[src/rtl/ifmd_conv_seq_if.sv]
// Signal bundle between the IFM convolution sequencer and its surroundings:
// job control, pixel input stream, feature-map RAM ports and MAC window stream.
interface ifmd_conv_seq_if #(
    parameter int ADDR_W = 6,
    parameter int DATA_W = 8,
    parameter int POS_W  = 3
);
    logic              start;
    logic              reload;
    logic              in_valid;
    logic [DATA_W-1:0] in_data;
    logic              in_ready;
    logic              ram_write;
    logic [ADDR_W-1:0] ram_write_addr;
    logic [DATA_W-1:0] ram_din;
    logic              ram_read;
    logic [ADDR_W-1:0] ram_read_addr;
    logic [DATA_W-1:0] ram_dout;
    logic              pix_valid;
    logic [DATA_W-1:0] pix_data;
    logic              win_first;
    logic              win_last;
    logic [POS_W-1:0]  out_row;
    logic [POS_W-1:0]  out_col;
    logic              busy;
    logic              done;

    modport slave (
        input  start, reload, in_valid, in_data, ram_dout,
        output in_ready, ram_write, ram_write_addr, ram_din,
               ram_read, ram_read_addr,
               pix_valid, pix_data, win_first, win_last, out_row, out_col,
               busy, done
    );

    modport master (
        output start, reload, in_valid, in_data, ram_dout,
        input  in_ready, ram_write, ram_write_addr, ram_din,
               ram_read, ram_read_addr,
               pix_valid, pix_data, win_first, win_last, out_row, out_col,
               busy, done
    );
endinterface

[src/rtl/ifmd_conv_seq.sv]
// IFM RAM sequencer: loads a feature map from a valid/ready stream into RAM, then
// replays it as KxK stride-1 windows toward the MAC, hiding the 1-cycle RAM read latency.
//
// state | meaning
// IDLE  | waiting for start
// LOAD  | accepting streamed pixels into RAM
// CONV  | issuing one window-pixel read per cycle
// DRAIN | presenting the final pixel of the last window
// DONE  | one-cycle done pulse
module ifmd_conv_seq #(
    parameter int IMG_W  = 8,
    parameter int IMG_H  = 8,
    parameter int K      = 3,
    parameter int ADDR_W = 6,
    parameter int DATA_W = 8
) (
    input logic            clk,
    input logic            rst_n,
    ifmd_conv_seq_if.slave bus
);
    localparam int NPIX = IMG_W * IMG_H;
    localparam int KW   = $clog2(K);
    localparam int RW   = $clog2(IMG_H - K + 1);
    localparam int CW   = $clog2(IMG_W - K + 1);

    typedef enum logic [2:0] {
        S_IDLE,
        S_LOAD,
        S_CONV,
        S_DRAIN,
        S_DONE
    } state_t;

    state_t state, state_nxt;

    logic [ADDR_W-1:0] load_cnt;
    logic [KW-1:0]     kc, kr;
    logic [CW-1:0]     ocol;
    logic [RW-1:0]     orow;

    logic in_ready, ram_write, ram_read, busy, done;
    logic load_last, kc_wrap, kr_wrap, ocol_wrap, orow_wrap, conv_last;

    logic [ADDR_W-1:0] row_idx, col_idx, read_addr;
    logic [DATA_W-1:0] ram_din;

    logic          pix_valid_q, win_first_q, win_last_q;
    logic [RW-1:0] out_row_q;
    logic [CW-1:0] out_col_q;

    assign load_last = (load_cnt == ADDR_W'(NPIX - 1));
    assign kc_wrap   = (kc == KW'(K - 1));
    assign kr_wrap   = (kr == KW'(K - 1));
    assign ocol_wrap = (ocol == CW'(IMG_W - K));
    assign orow_wrap = (orow == RW'(IMG_H - K));
    assign conv_last = orow_wrap & ocol_wrap & kr_wrap & kc_wrap;

    always_ff @(posedge clk or negedge rst_n) begin
        if (!rst_n) begin
            state <= S_IDLE;
        end else begin
            state <= state_nxt;
        end
    end

    always_comb begin
        state_nxt = state;
        unique case (state)
            S_IDLE:  if (bus.start) state_nxt = bus.reload ? S_LOAD : S_CONV;
            S_LOAD:  if (ram_write && load_last) state_nxt = S_CONV;
            S_CONV:  if (conv_last) state_nxt = S_DRAIN;
            S_DRAIN: state_nxt = S_DONE;
            S_DONE:  state_nxt = S_IDLE;
            default: state_nxt = S_IDLE;
        endcase
    end

    always_comb begin
        in_ready = 1'b0;
        ram_read = 1'b0;
        busy     = 1'b1;
        done     = 1'b0;
        unique case (state)
            S_IDLE:  busy     = 1'b0;
            S_LOAD:  in_ready = 1'b1;
            S_CONV:  ram_read = 1'b1;
            S_DONE:  done     = 1'b1;
            default: ;
        endcase
        ram_write = in_ready & bus.in_valid;
    end

    always_ff @(posedge clk or negedge rst_n) begin
        if (!rst_n) begin
            load_cnt <= '0;
        end else if (ram_write) begin
            load_cnt <= load_last ? '0 : load_cnt + 1'b1;
        end
    end

    // kc fastest, then kr, ocol, orow; all return to zero after the last read
    always_ff @(posedge clk or negedge rst_n) begin
        if (!rst_n) begin
            kc   <= '0;
            kr   <= '0;
            ocol <= '0;
            orow <= '0;
        end else if (ram_read) begin
            kc <= kc_wrap ? '0 : kc + 1'b1;
            if (kc_wrap) begin
                kr <= kr_wrap ? '0 : kr + 1'b1;
                if (kr_wrap) begin
                    ocol <= ocol_wrap ? '0 : ocol + 1'b1;
                    if (ocol_wrap) begin
                        orow <= orow_wrap ? '0 : orow + 1'b1;
                    end
                end
            end
        end
    end

    assign row_idx   = ADDR_W'(orow) + ADDR_W'(kr);
    assign col_idx   = ADDR_W'(ocol) + ADDR_W'(kc);
    assign read_addr = row_idx * ADDR_W'(IMG_W) + col_idx;

    // Window tags ride one cycle behind the read so they line up with ram_dout
    always_ff @(posedge clk or negedge rst_n) begin
        if (!rst_n) begin
            pix_valid_q <= 1'b0;
            win_first_q <= 1'b0;
            win_last_q  <= 1'b0;
            out_row_q   <= '0;
            out_col_q   <= '0;
        end else begin
            pix_valid_q <= ram_read;
            win_first_q <= ram_read & (kr == '0) & (kc == '0);
            win_last_q  <= ram_read & kr_wrap & kc_wrap;
            out_row_q   <= orow;
            out_col_q   <= ocol;
        end
    end

    assign ram_din = ram_write ? bus.in_data : '0;

    assign bus.in_ready       = in_ready;
    assign bus.ram_write      = ram_write;
    assign bus.ram_write_addr = load_cnt;
    assign bus.ram_din        = ram_din;
    assign bus.ram_read       = ram_read;
    assign bus.ram_read_addr  = read_addr;
    assign bus.pix_valid      = pix_valid_q;
    assign bus.pix_data       = pix_valid_q ? bus.ram_dout : '0;
    assign bus.win_first      = win_first_q;
    assign bus.win_last       = win_last_q;
    assign bus.out_row        = out_row_q;
    assign bus.out_col        = out_col_q;
    assign bus.busy           = busy;
    assign bus.done           = done;
endmodule
[src/flat_wrapper.sv]
// flat-port wrapper written by rule: the top's interface ports become plain ports
module ifmd_conv_seq_flat 
#(
    parameter int IMG_W  = 8,
    parameter int IMG_H  = 8,
    parameter int K      = 3,
    parameter int ADDR_W = 6,
    parameter int DATA_W = 8
)
  (clk, rst_n, bus_start, bus_reload, bus_in_valid, bus_in_data, bus_ram_dout, bus_in_ready, bus_ram_write, bus_ram_write_addr, bus_ram_din, bus_ram_read, bus_ram_read_addr, bus_pix_valid, bus_pix_data, bus_win_first, bus_win_last, bus_out_row, bus_out_col, bus_busy, bus_done);
  ifmd_conv_seq_if #(.ADDR_W(ADDR_W), .DATA_W(DATA_W)) bus_i ();
  input logic clk;
  input logic rst_n;
  input wire logic [$bits(bus_i.start)-1:0] bus_start;
  input wire logic [$bits(bus_i.reload)-1:0] bus_reload;
  input wire logic [$bits(bus_i.in_valid)-1:0] bus_in_valid;
  input wire logic [$bits(bus_i.in_data)-1:0] bus_in_data;
  input wire logic [$bits(bus_i.ram_dout)-1:0] bus_ram_dout;
  output wire logic [$bits(bus_i.in_ready)-1:0] bus_in_ready;
  output wire logic [$bits(bus_i.ram_write)-1:0] bus_ram_write;
  output wire logic [$bits(bus_i.ram_write_addr)-1:0] bus_ram_write_addr;
  output wire logic [$bits(bus_i.ram_din)-1:0] bus_ram_din;
  output wire logic [$bits(bus_i.ram_read)-1:0] bus_ram_read;
  output wire logic [$bits(bus_i.ram_read_addr)-1:0] bus_ram_read_addr;
  output wire logic [$bits(bus_i.pix_valid)-1:0] bus_pix_valid;
  output wire logic [$bits(bus_i.pix_data)-1:0] bus_pix_data;
  output wire logic [$bits(bus_i.win_first)-1:0] bus_win_first;
  output wire logic [$bits(bus_i.win_last)-1:0] bus_win_last;
  output wire logic [$bits(bus_i.out_row)-1:0] bus_out_row;
  output wire logic [$bits(bus_i.out_col)-1:0] bus_out_col;
  output wire logic [$bits(bus_i.busy)-1:0] bus_busy;
  output wire logic [$bits(bus_i.done)-1:0] bus_done;
  assign bus_i.start = bus_start;
  assign bus_i.reload = bus_reload;
  assign bus_i.in_valid = bus_in_valid;
  assign bus_i.in_data = bus_in_data;
  assign bus_i.ram_dout = bus_ram_dout;
  assign bus_in_ready = bus_i.in_ready;
  assign bus_ram_write = bus_i.ram_write;
  assign bus_ram_write_addr = bus_i.ram_write_addr;
  assign bus_ram_din = bus_i.ram_din;
  assign bus_ram_read = bus_i.ram_read;
  assign bus_ram_read_addr = bus_i.ram_read_addr;
  assign bus_pix_valid = bus_i.pix_valid;
  assign bus_pix_data = bus_i.pix_data;
  assign bus_win_first = bus_i.win_first;
  assign bus_win_last = bus_i.win_last;
  assign bus_out_row = bus_i.out_row;
  assign bus_out_col = bus_i.out_col;
  assign bus_busy = bus_i.busy;
  assign bus_done = bus_i.done;
  ifmd_conv_seq #(.IMG_W(IMG_W), .IMG_H(IMG_H), .K(K), .ADDR_W(ADDR_W), .DATA_W(DATA_W)) u_core (.clk(clk), .rst_n(rst_n), .bus(bus_i));
endmodule
[config.mk]
export PLATFORM = sky130hd
export DESIGN_NAME = ifmd_conv_seq_flat
export DESIGN_NICKNAME = d
export VERILOG_FILES = /design/src/rtl/ifmd_conv_seq_if.sv /design/src/rtl/ifmd_conv_seq.sv /design/src/flat_wrapper.sv
export SDC_FILE = /design/constraint.sdc
export NUM_CORES = 1
export LEC_CHECK = 0
export ABC_AREA = 1
export ABC_CLOCK_PERIOD_IN_PS = 5100
export CAP_MARGIN = 20
export CORE_UTILIZATION = 45
export CTS_CLUSTER_SIZE = 25
export DETAILED_ROUTE_END_ITERATION = 10
export PLACE_DENSITY = 0.84
export SLEW_MARGIN = 5
export SYNTH_ARGS = -nofsm -noshare
export SYNTH_HDL_FRONTEND = slang
export SYNTH_SLANG_ARGS = --single-unit
[constraint.sdc]
create_clock -name clk -period 5.1 [get_ports clk]
set_clock_uncertainty 0.05 [all_clocks]
set_input_delay 0.51 -clock clk [delete_from_list [all_inputs] [get_ports clk]]
set_output_delay 0.51 -clock clk [all_outputs]
set_load 0.05 [all_outputs]
## Word-level counts from Yosys, hierarchy flattened

Index checks and enable logic that the tools add are counted.
Widths: inputs -> output; s select.

- Input bits: 21
- Bits in registers: 28
- Memory bits (read-only): 0
- Memories kept: 0
- Logic and storage cells: 63
- Bits in writable memories: 0
- Output and inout bits: 42
- Latch bits: 0

- Equal/unequal tests: 12
- Shift-type cells: 0
- $add $sub $neg: 8
- $mul: 0
- Reductions and logical operators: 8
- Bitwise gates (word level): 8
- Order comparisons: 0
- Div/mod/pow operators: 0
- Multiplexer cells: 16

Operator list:

| cell | number |
|---|---|
| $mux 8 | 2 |
| $mux 3 | 5 |
| $pmux 3 s4 | 1 |
| $eq 3x3->1 const B | 3 |
| $and 1x1->1 | 8 |
| $add 3x1->3 const B | 2 |
| $add 6x1->6 const B | 1 |
| $add 6x6->6 | 1 |
| $eq 3x2->1 const B | 2 |
| $eq 6x6->1 const B | 1 |
| $mux 2 | 3 |
| $mux 6 | 1 |
| $reduce_and 3->1 | 2 |
| $add 2x1->2 const B | 2 |
| $add 3x2->4 | 1 |
| $eq 2x2->1 const B | 2 |
| $logic_not 2->1 | 2 |
| $mux 1 | 4 |
| $ne 2x1->1 const B | 2 |
| $reduce_and 4->1 | 1 |
| $add 3x2->3 | 1 |
| $eq 3x1->1 const B | 1 |
| $logic_not 3->1 | 1 |
| $ne 2x2->1 const B | 1 |
| other kinds (2) | 2 |

## Longest topological paths before layout

Gate-level depths: netlist of run 1.

- Depth after elaboration: 6
- Mapped depth: 7
- Mapped depth without buffers: 7

## Least setup slack after synthesis of run 1

OpenSTA, ideal clock, no wires.

- Kind: register to output
- Start point: register u_core.orow[0]
- End point: output port bus_ram_read_addr[5]
- Required time: 4.540 ns
- Stages on the path, launching flop included: 6
- Arrival time: 2.204 ns
- Path buffers: 0
- Setup slack: 2.336 ns
- Path through: dfrtp_1 -> ha_1 -> fa_1 -> ha_1 -> xnor2_1 -> xor2_1

- Longest elaborated chain between the ends: 2

RTL lines:

| element | line | text |
|---|---|---|
| start, declared | ifmd_conv_seq.sv:39 | `logic [RW-1:0] orow;` |
| start signal, assigned | ifmd_conv_seq.sv:115 | `orow <= orow_wrap ? '0 : orow + 1'b1;` |
| $add 3x2->3 | ifmd_conv_seq.sv:122 | `assign row_idx = ADDR_W'(orow) + ADDR_W'(kr);` |
| $add 6x6->6 | ifmd_conv_seq.sv:124 | `assign read_addr = row_idx * ADDR_W'(IMG_W) + col_idx;` |
| end, declared | flat_wrapper.sv:24 | `output wire logic [$bits(bus_i.ram_read_addr)-1:0] bus_ram_read_addr;` |

Every way passes these cells.

## Worst setup path in the final report of run 1

Ends and elaborated chain as after synthesis.

==> results.json, run 1 <==
{
  "run_status": "complete, no violations",
  "yosys.cell_types.count": 28,
  "synth_ff_type": "dfrtp_1",
  "die_w_um": 59.6,
  "cts_buffers": 3,
  "multi_input_area_um2": 656,
  "rsz0062_at_grt": "false",
  "core-area_um2": 3100,
  "netlist.area_leader.share": 0.470,
  "io_buffers": 62,
  "drt-total-wl_um": 3130,
  "p_leak_nw": 1.06,
  "tritoncts": "built",
  "yosysTopAreaCell": "dfrtp_1",
  "worst_slew_margin_rel": 0.657,
  "dp_hpwl_um": 2400,
  "crit_top_cell": "ha_1",
  "endpoint": "bus_ram_read_addr[5]",
  "layout-drive-gt1-share": 0.0714,
  "hold_path.class": "flip-flop to flip-flop",
  "dpl_cell_area_um2": 2160,
  "synth_edf_count": 0,
  "reg2reg_to": "u_core.bus.ram_write_addr[3]$_DFFE_PN0N_",
  "track_usage": 0.188,
  "design.die.area_um2": 3550,
  "fillers": 260,
  "final_core_utilization": 0.703,
  "ys_async_sr_fraction": 1.00,
  "reg2reg_depth": 7,
  "pin_count": 63,
  "regArea_um2": 701,
  "die_y_um": 59.6,
  "grt_pass1_vias": 1140,
  "tightest_slew_ns": 0.512,
  "powerDensity_nw_per_um2": 577,
  "synth_cells": 174,
  "rr_startpoint": "u_core.state[1]$_DFFE_PN0P_",
  "row_count": 20,
  "hold_buffers": 0,
  "crit_slowest_cell": "clkdlybuf4s50_1",
  "r2r_slack_ns": 3.61,
  "first_iter_violations": 24,
  "clock_latency_ns": 0.32,
  "path_cells": "ha_1, fa_1, ha_1, xnor2_1, xor2_1, clkdlybuf4s50_1",
  "clockBufferDepth": 2,
  "gp_congestion": 0.837,
  "synth_common_cells": "32 x nand2_1, 30 x inv_1, 28 x dfrtp_1, 21 x nor2_1, 11 x nand3_1",
  "ys_seq_elements": 28,
  "criticalPathCategory": "flip-flop to output pin",
  "fin_setup_tns_ns": 0,
  "clk_pin_slew_worst_paths_ns": 0.15,
  "synth_most_common_cell": "nand2_1",
  "vias_per_cell": 4.65,
  "critical-path-top-delay-family": "adder cells",
  "synthToLayoutAreaGrowth_pct": 46.3,
  "nets": 269,
  "min_period_ns": 3.40,
  "cts_root_buf": "clkbuf_4",
  "setup_viol": 0,
  "synth_area_um2": 1490,
  "critPathRequiredTime_ns": 4.54,
  "vdd_drop_max_mv": 0.324,
  "cts_setup_buffers": 0,
  "whs_ns": 0.391,
  "start_util": 0.481,
  "cpPeakStageDelay_ns": 0.82,
  "crit_buf_inv": 1,
  "finalHoldViolCount": 0,
  "final_antenna_net_count": 0,
  "vias": 1312,
  "h-tree-depth": 1,
  "clock_sinks": 28,
  "timing.fmax_ghz": 0.294,
  "crit_start": "u_core.orow[0]$_DFFE_PN0P_",
  "cp.depth": 6,
  "ys_warn_count": 0,
  "cts_resized": 0,
  "grt_max_degree": 29,
  "synth_seq_area_share": 0.470,
  "antenna_found_initial": 0,
  "wl_per_cell_um": 11.1,
  "final_cell_area_um2": 2180,
  "cp.arrival_ns": 2.84,
  "grt_pass1_wl_um": 5010,
  "yosys-top-cells-area": "dfrtp_1 47%, nand2_1 8.1%, inv_1 7.6%",
  "cp_max_fo": 6,
  "diodes": 0,
  "drt_drc_violations_left": 0,
  "cap_violations": 0,
  "finalCritPeriodShare": 0.667,
  "grt-ovfl-total": 0,
  "mappedNetlistNets": 203,
  "firstDrtPassIters": 4,
  "slew_violations": 0,
  "avgSynthCellArea_um2": 8.57,
  "crit_path_start_kind": "flip-flop",
  "end_kind": "output pin"
}
## metrics by stage
stage | worst slack (ns) | instances | total power (W)
finish | 1.70 | 282 | 0.00126
global route | 1.52 | 282 | 0.00134
CTS | 1.68 | 282 | 0.00127
detailed placement | 2.07 | 279 | 0.00118
global placement | 2.12 | 279 | 0.00117
floorplan | 2.34 | 174 | 0.000936
## registers in the layout (all words and copies together) (netlist names)
| name | cells |
|---|---|
| u_core.bus.ram_write_addr | 6 |
| u_core.bus.out_col | 3 |
| u_core.bus.out_row | 3 |
| u_core.ocol | 3 |
| u_core.orow | 3 |
| u_core.state | 3 |
| u_core.kc | 2 |
| u_core.kr | 2 |
| u_core.bus.pix_valid | 1 |
| u_core.bus.win_first | 1 |
| u_core.bus.win_last | 1 |
## logic make-up (layout without fill, tap and decap cells)
group,after synthesis,count (layout),synth area share
buffers and inverters,34,98,0.0906
XOR/XNOR,7,7,0.0411
AO/OA/AOI/OAI,18,18,0.0705
AND/OR/NAND/NOR,79,79,0.251
flip-flops,28,28,0.470
adder cells (fa/ha/maj),8,8,0.0772
## power by group
part	switching, W	internal (W)	total [W]
registers	0.0000818	0.000286	0.000368
logic	0.000540	0.000260	0.000800
clock network	0.0000639	0.0000277	0.0000916
total	0.000686	0.000574	0.00126
## how the worst min path moves through the flow
stage | from | end | slack (ns) | depth (start not counted)
6_report | u_core.orow[2]$_DFFE_PN0P_ | u_core.bus.out_row[2]$_DFF_PN0_ | 0.39 | 0
2_1_floorplan | rst_n | u_core.bus.out_col[0]$_DFF_PN0_ | 0.16 | 0
3_3_place_gp | u_core.orow[2]$_DFFE_PN0P_ | u_core.bus.out_row[2]$_DFF_PN0_ | 0.36 | 0
3_5_place_dp | u_core.orow[2]$_DFFE_PN0P_ | u_core.bus.out_row[2]$_DFF_PN0_ | 0.35 | 0
4_1_cts | u_core.orow[2]$_DFFE_PN0P_ | u_core.bus.out_row[2]$_DFF_PN0_ | 0.39 | 0
5_1_grt | u_core.orow[2]$_DFFE_PN0P_ | u_core.bus.out_row[2]$_DFF_PN0_ | 0.40 | 0
## routing by layer
layer | track usage | vias to the layer above | share of wire
met4 | 0.0764 | 0 | 0.015
met3 | 0.0218 | 4 | 0.064
met5 | 0 | - | 0
met2 | 0.299 | 47 | 0.46
met1 | 0.262 | 590 | 0.46
li1 | - | 671 | -
## final cells by class
| cell class | count | share of cell area |
|---|---|---|
| Sequential cell | 28 | 0.321 |
| Tap cell | 44 | 0.0252 |
| Timing Repair Buffer | 63 | 0.288 |
| Multi-Input combinational cell | 112 | 0.300 |
| Inverter | 32 | 0.0550 |
| Clock buffer | 3 | 0.0103 |
## placed cells by master (no fill, tap or decap), types with 4 or more instances in the layout
cell,instances
nand4_1,4
clkdlybuf4s50_1,62
nand3_1,11
ha_1,6
o21ai_0,5
dfrtp_1,28
nor2_1,21
xnor2_1,4
nand2_1,32
inv_1,30
a21oi_1,8
Power figures use the tool's default switching activity.
==> inputs of run 2 (changes only) <==
--- a/config.mk
+++ b/config.mk
@@ -6,12 +6,12 @@
 export NUM_CORES = 1
 export LEC_CHECK = 0
 export ABC_AREA = 1
-export ABC_CLOCK_PERIOD_IN_PS = 5100
+export ABC_CLOCK_PERIOD_IN_PS = 3600
 export CAP_MARGIN = 20
-export CORE_UTILIZATION = 45
+export CORE_UTILIZATION = 42
 export CTS_CLUSTER_SIZE = 25
 export DETAILED_ROUTE_END_ITERATION = 10
-export PLACE_DENSITY = 0.84
+export PLACE_DENSITY = 0.79
 export SLEW_MARGIN = 5
 export SYNTH_ARGS = -nofsm -noshare
 export SYNTH_HDL_FRONTEND = slang
==> constraint.sdc (replaced) <==
create_clock -name clk -period 3.6 [get_ports clk]
set_clock_uncertainty 0.05 [all_clocks]
set_input_delay 0.36 -clock clk [delete_from_list [all_inputs] [get_ports clk]]
set_output_delay 0.36 -clock clk [all_outputs]
set_load 0.05 [all_outputs]
==> run 2 against run 1 <==
Against the previous run: design area is 0.12% higher; register-to-register slack worse by 1.5 ns; clock power is 31% higher; utilization is 5.4 points lower; critical endpoint unchanged; total power is 41% higher; flip-flop and latch count stayed put; critical path type unchanged; largest power group unchanged.
==> results.json, run 2 (synthesized netlist as in run 1, its figures left out) <==
{
  "slew_violations": 0,
  "largest_register_ffs": 6,
  "min_period_ns": 3.28,
  "run_status": "complete, no violations",
  "synthToLayoutAreaGrowth_pct": 46.5,
  "grt_max_degree": 29,
  "crit_path_start_kind": "flip-flop",
  "final_antenna_net_count": 0,
  "setup_viol": 0,
  "cp.arrival_ns": 2.87,
  "crit_start": "u_core.ocol[1]$_DFFE_PN0P_",
  "io_buffers": 62,
  "powerDensity_nw_per_um2": 812,
  "clk_pin_slew_worst_paths_ns": 0.13,
  "end_kind": "output pin",
  "mostFrequentLayoutCells": "62 x clkdlybuf4s50_1, 32 x nand2_1, 30 x inv_1",
  "layout-drive-gt1-share": 0.0714,
  "gp_congestion": 0.736,
  "clockBufferDepth": 2,
  "core-area_um2": 3360,
  "criticalPathCategory": "flip-flop to output pin",
  "rr_startpoint": "u_core.state[1]$_DFFE_PN0P_",
  "cts_root_buf": "clkbuf_4",
  "reg2reg_depth": 7,
  "dp_hpwl_um": 2430,
  "finalCritPeriodShare": 0.912,
  "drt-total-wl_um": 3020,
  "vias_per_cell": 4.58,
  "rsz0062_at_grt": "false",
  "diodes": 0,
  "critPathRequiredTime_ns": 3.19,
  "die_y_um": 61.6,
  "cts_buffers": 3,
  "hold_buffers": 0,
  "worst_slew_margin_rel": 0.661,
  "hold_path.class": "input pin to asynchronous set/reset pin",
  "h-tree-depth": 1,
  "fin_setup_tns_ns": 0,
  "cts_resized": 0,
  "drt_drc_violations_left": 0,
  "nets": 269,
  "cap_violations": 0,
  "p_leak_nw": 1.06,
  "r2r_slack_ns": 2.09,
  "vias": 1301,
  "grt_pass1_vias": 1096,
  "clock_sinks": 28,
  "wl_per_cell_um": 10.6,
  "grt_pass1_wl_um": 4660,
  "cp_max_fo": 5,
  "mostFrequentLayoutCell": "clkdlybuf4s50_1",
  "track_usage": 0.168,
  "die_w_um": 61.6,
  "reg2reg_to": "u_core.bus.ram_write_addr[3]$_DFFE_PN0N_",
  "timing.fmax_ghz": 0.305,
  "vdd_drop_max_mv": 0.537,
  "design.die.area_um2": 3790,
  "endpoint": "bus_ram_read_addr[5]",
  "pin_count": 63,
  "row_count": 21,
  "firstDrtPassIters": 4,
  "finalHoldViolCount": 0,
  "clock_latency_ns": 0.31,
  "cts_setup_buffers": 0,
  "antenna_found_initial": 0,
  "tritoncts": "built",
  "grt-ovfl-total": 0,
  "whs_ns": 0.349,
  "tightest_slew_ns": 0.507,
  "first_iter_violations": 69,
  "start_util": 0.443
}
-- run 2: through the flow --
step	total power, W	instance area, µm²	instances	util	setup slack, ns
global route	0.00189	2180	284	0.650	0.164
detailed placement	0.00167	2160	281	0.643	0.687
floorplan	0.00133	1490	174	-	0.986
CTS	0.00179	2180	284	0.650	0.280
global placement	0.00165	2160	281	0.643	0.737
finish	0.00177	2180	284	0.650	0.318
-- run 2: where the power goes --
group	switching, W	internal [W]	total (W)
Clock	0.0000809	0.0000391	0.000120
Sequential	0.000117	0.000405	0.000522
Combinational	0.000763	0.000369	0.00113
-- run 2: worst min-delay path by stage --
| stage | cells past startpoint | startpoint | end |
|---|---|---|---|
| after floorplan | 0 | rst_n | u_core.bus.out_col[0]$_DFF_PN0_ |
| after global placement | 0 | u_core.orow[2]$_DFFE_PN0P_ | u_core.bus.out_row[2]$_DFF_PN0_ |
| after detailed placement | 0 | u_core.orow[2]$_DFFE_PN0P_ | u_core.bus.out_row[2]$_DFF_PN0_ |
| after CTS | 2 | rst_n | u_core.orow[2]$_DFFE_PN0P_ |
| after global routing | 2 | rst_n | u_core.orow[2]$_DFFE_PN0P_ |
| final | 2 | rst_n | u_core.bus.win_first$_DFF_PN0_ |
-- run 2: per-layer routing --
layer | part of all wire | global-route usage
met5 | 0 | 0
met2 | 0.48 | 0.280
met4 | 0.0063 | 0.0540
met3 | 0.057 | 0.0210
met1 | 0.45 | 0.229
-- run 2: worst max-delay path, stage by stage, from the launching register on --
cell	delay [ns]
dfrtp_1	0.46
ha_1	0.31
a21oi_1	0.16
nor2_1	0.07
ha_1	0.18
ha_1	0.19
xnor2_1	0.17
xor2_1	0.18
clkdlybuf4s50_1	0.83
-- run 2: final cells by class --
cell class | count | area [µm²]
fillers | 289 | 1180
flip-flops and latches | 28 | 701
multi-input cells | 112 | 656
repair buffers | 63 | 628
inverters | 32 | 120
well taps | 46 | 57.6
clock buffers | 3 | 22.5
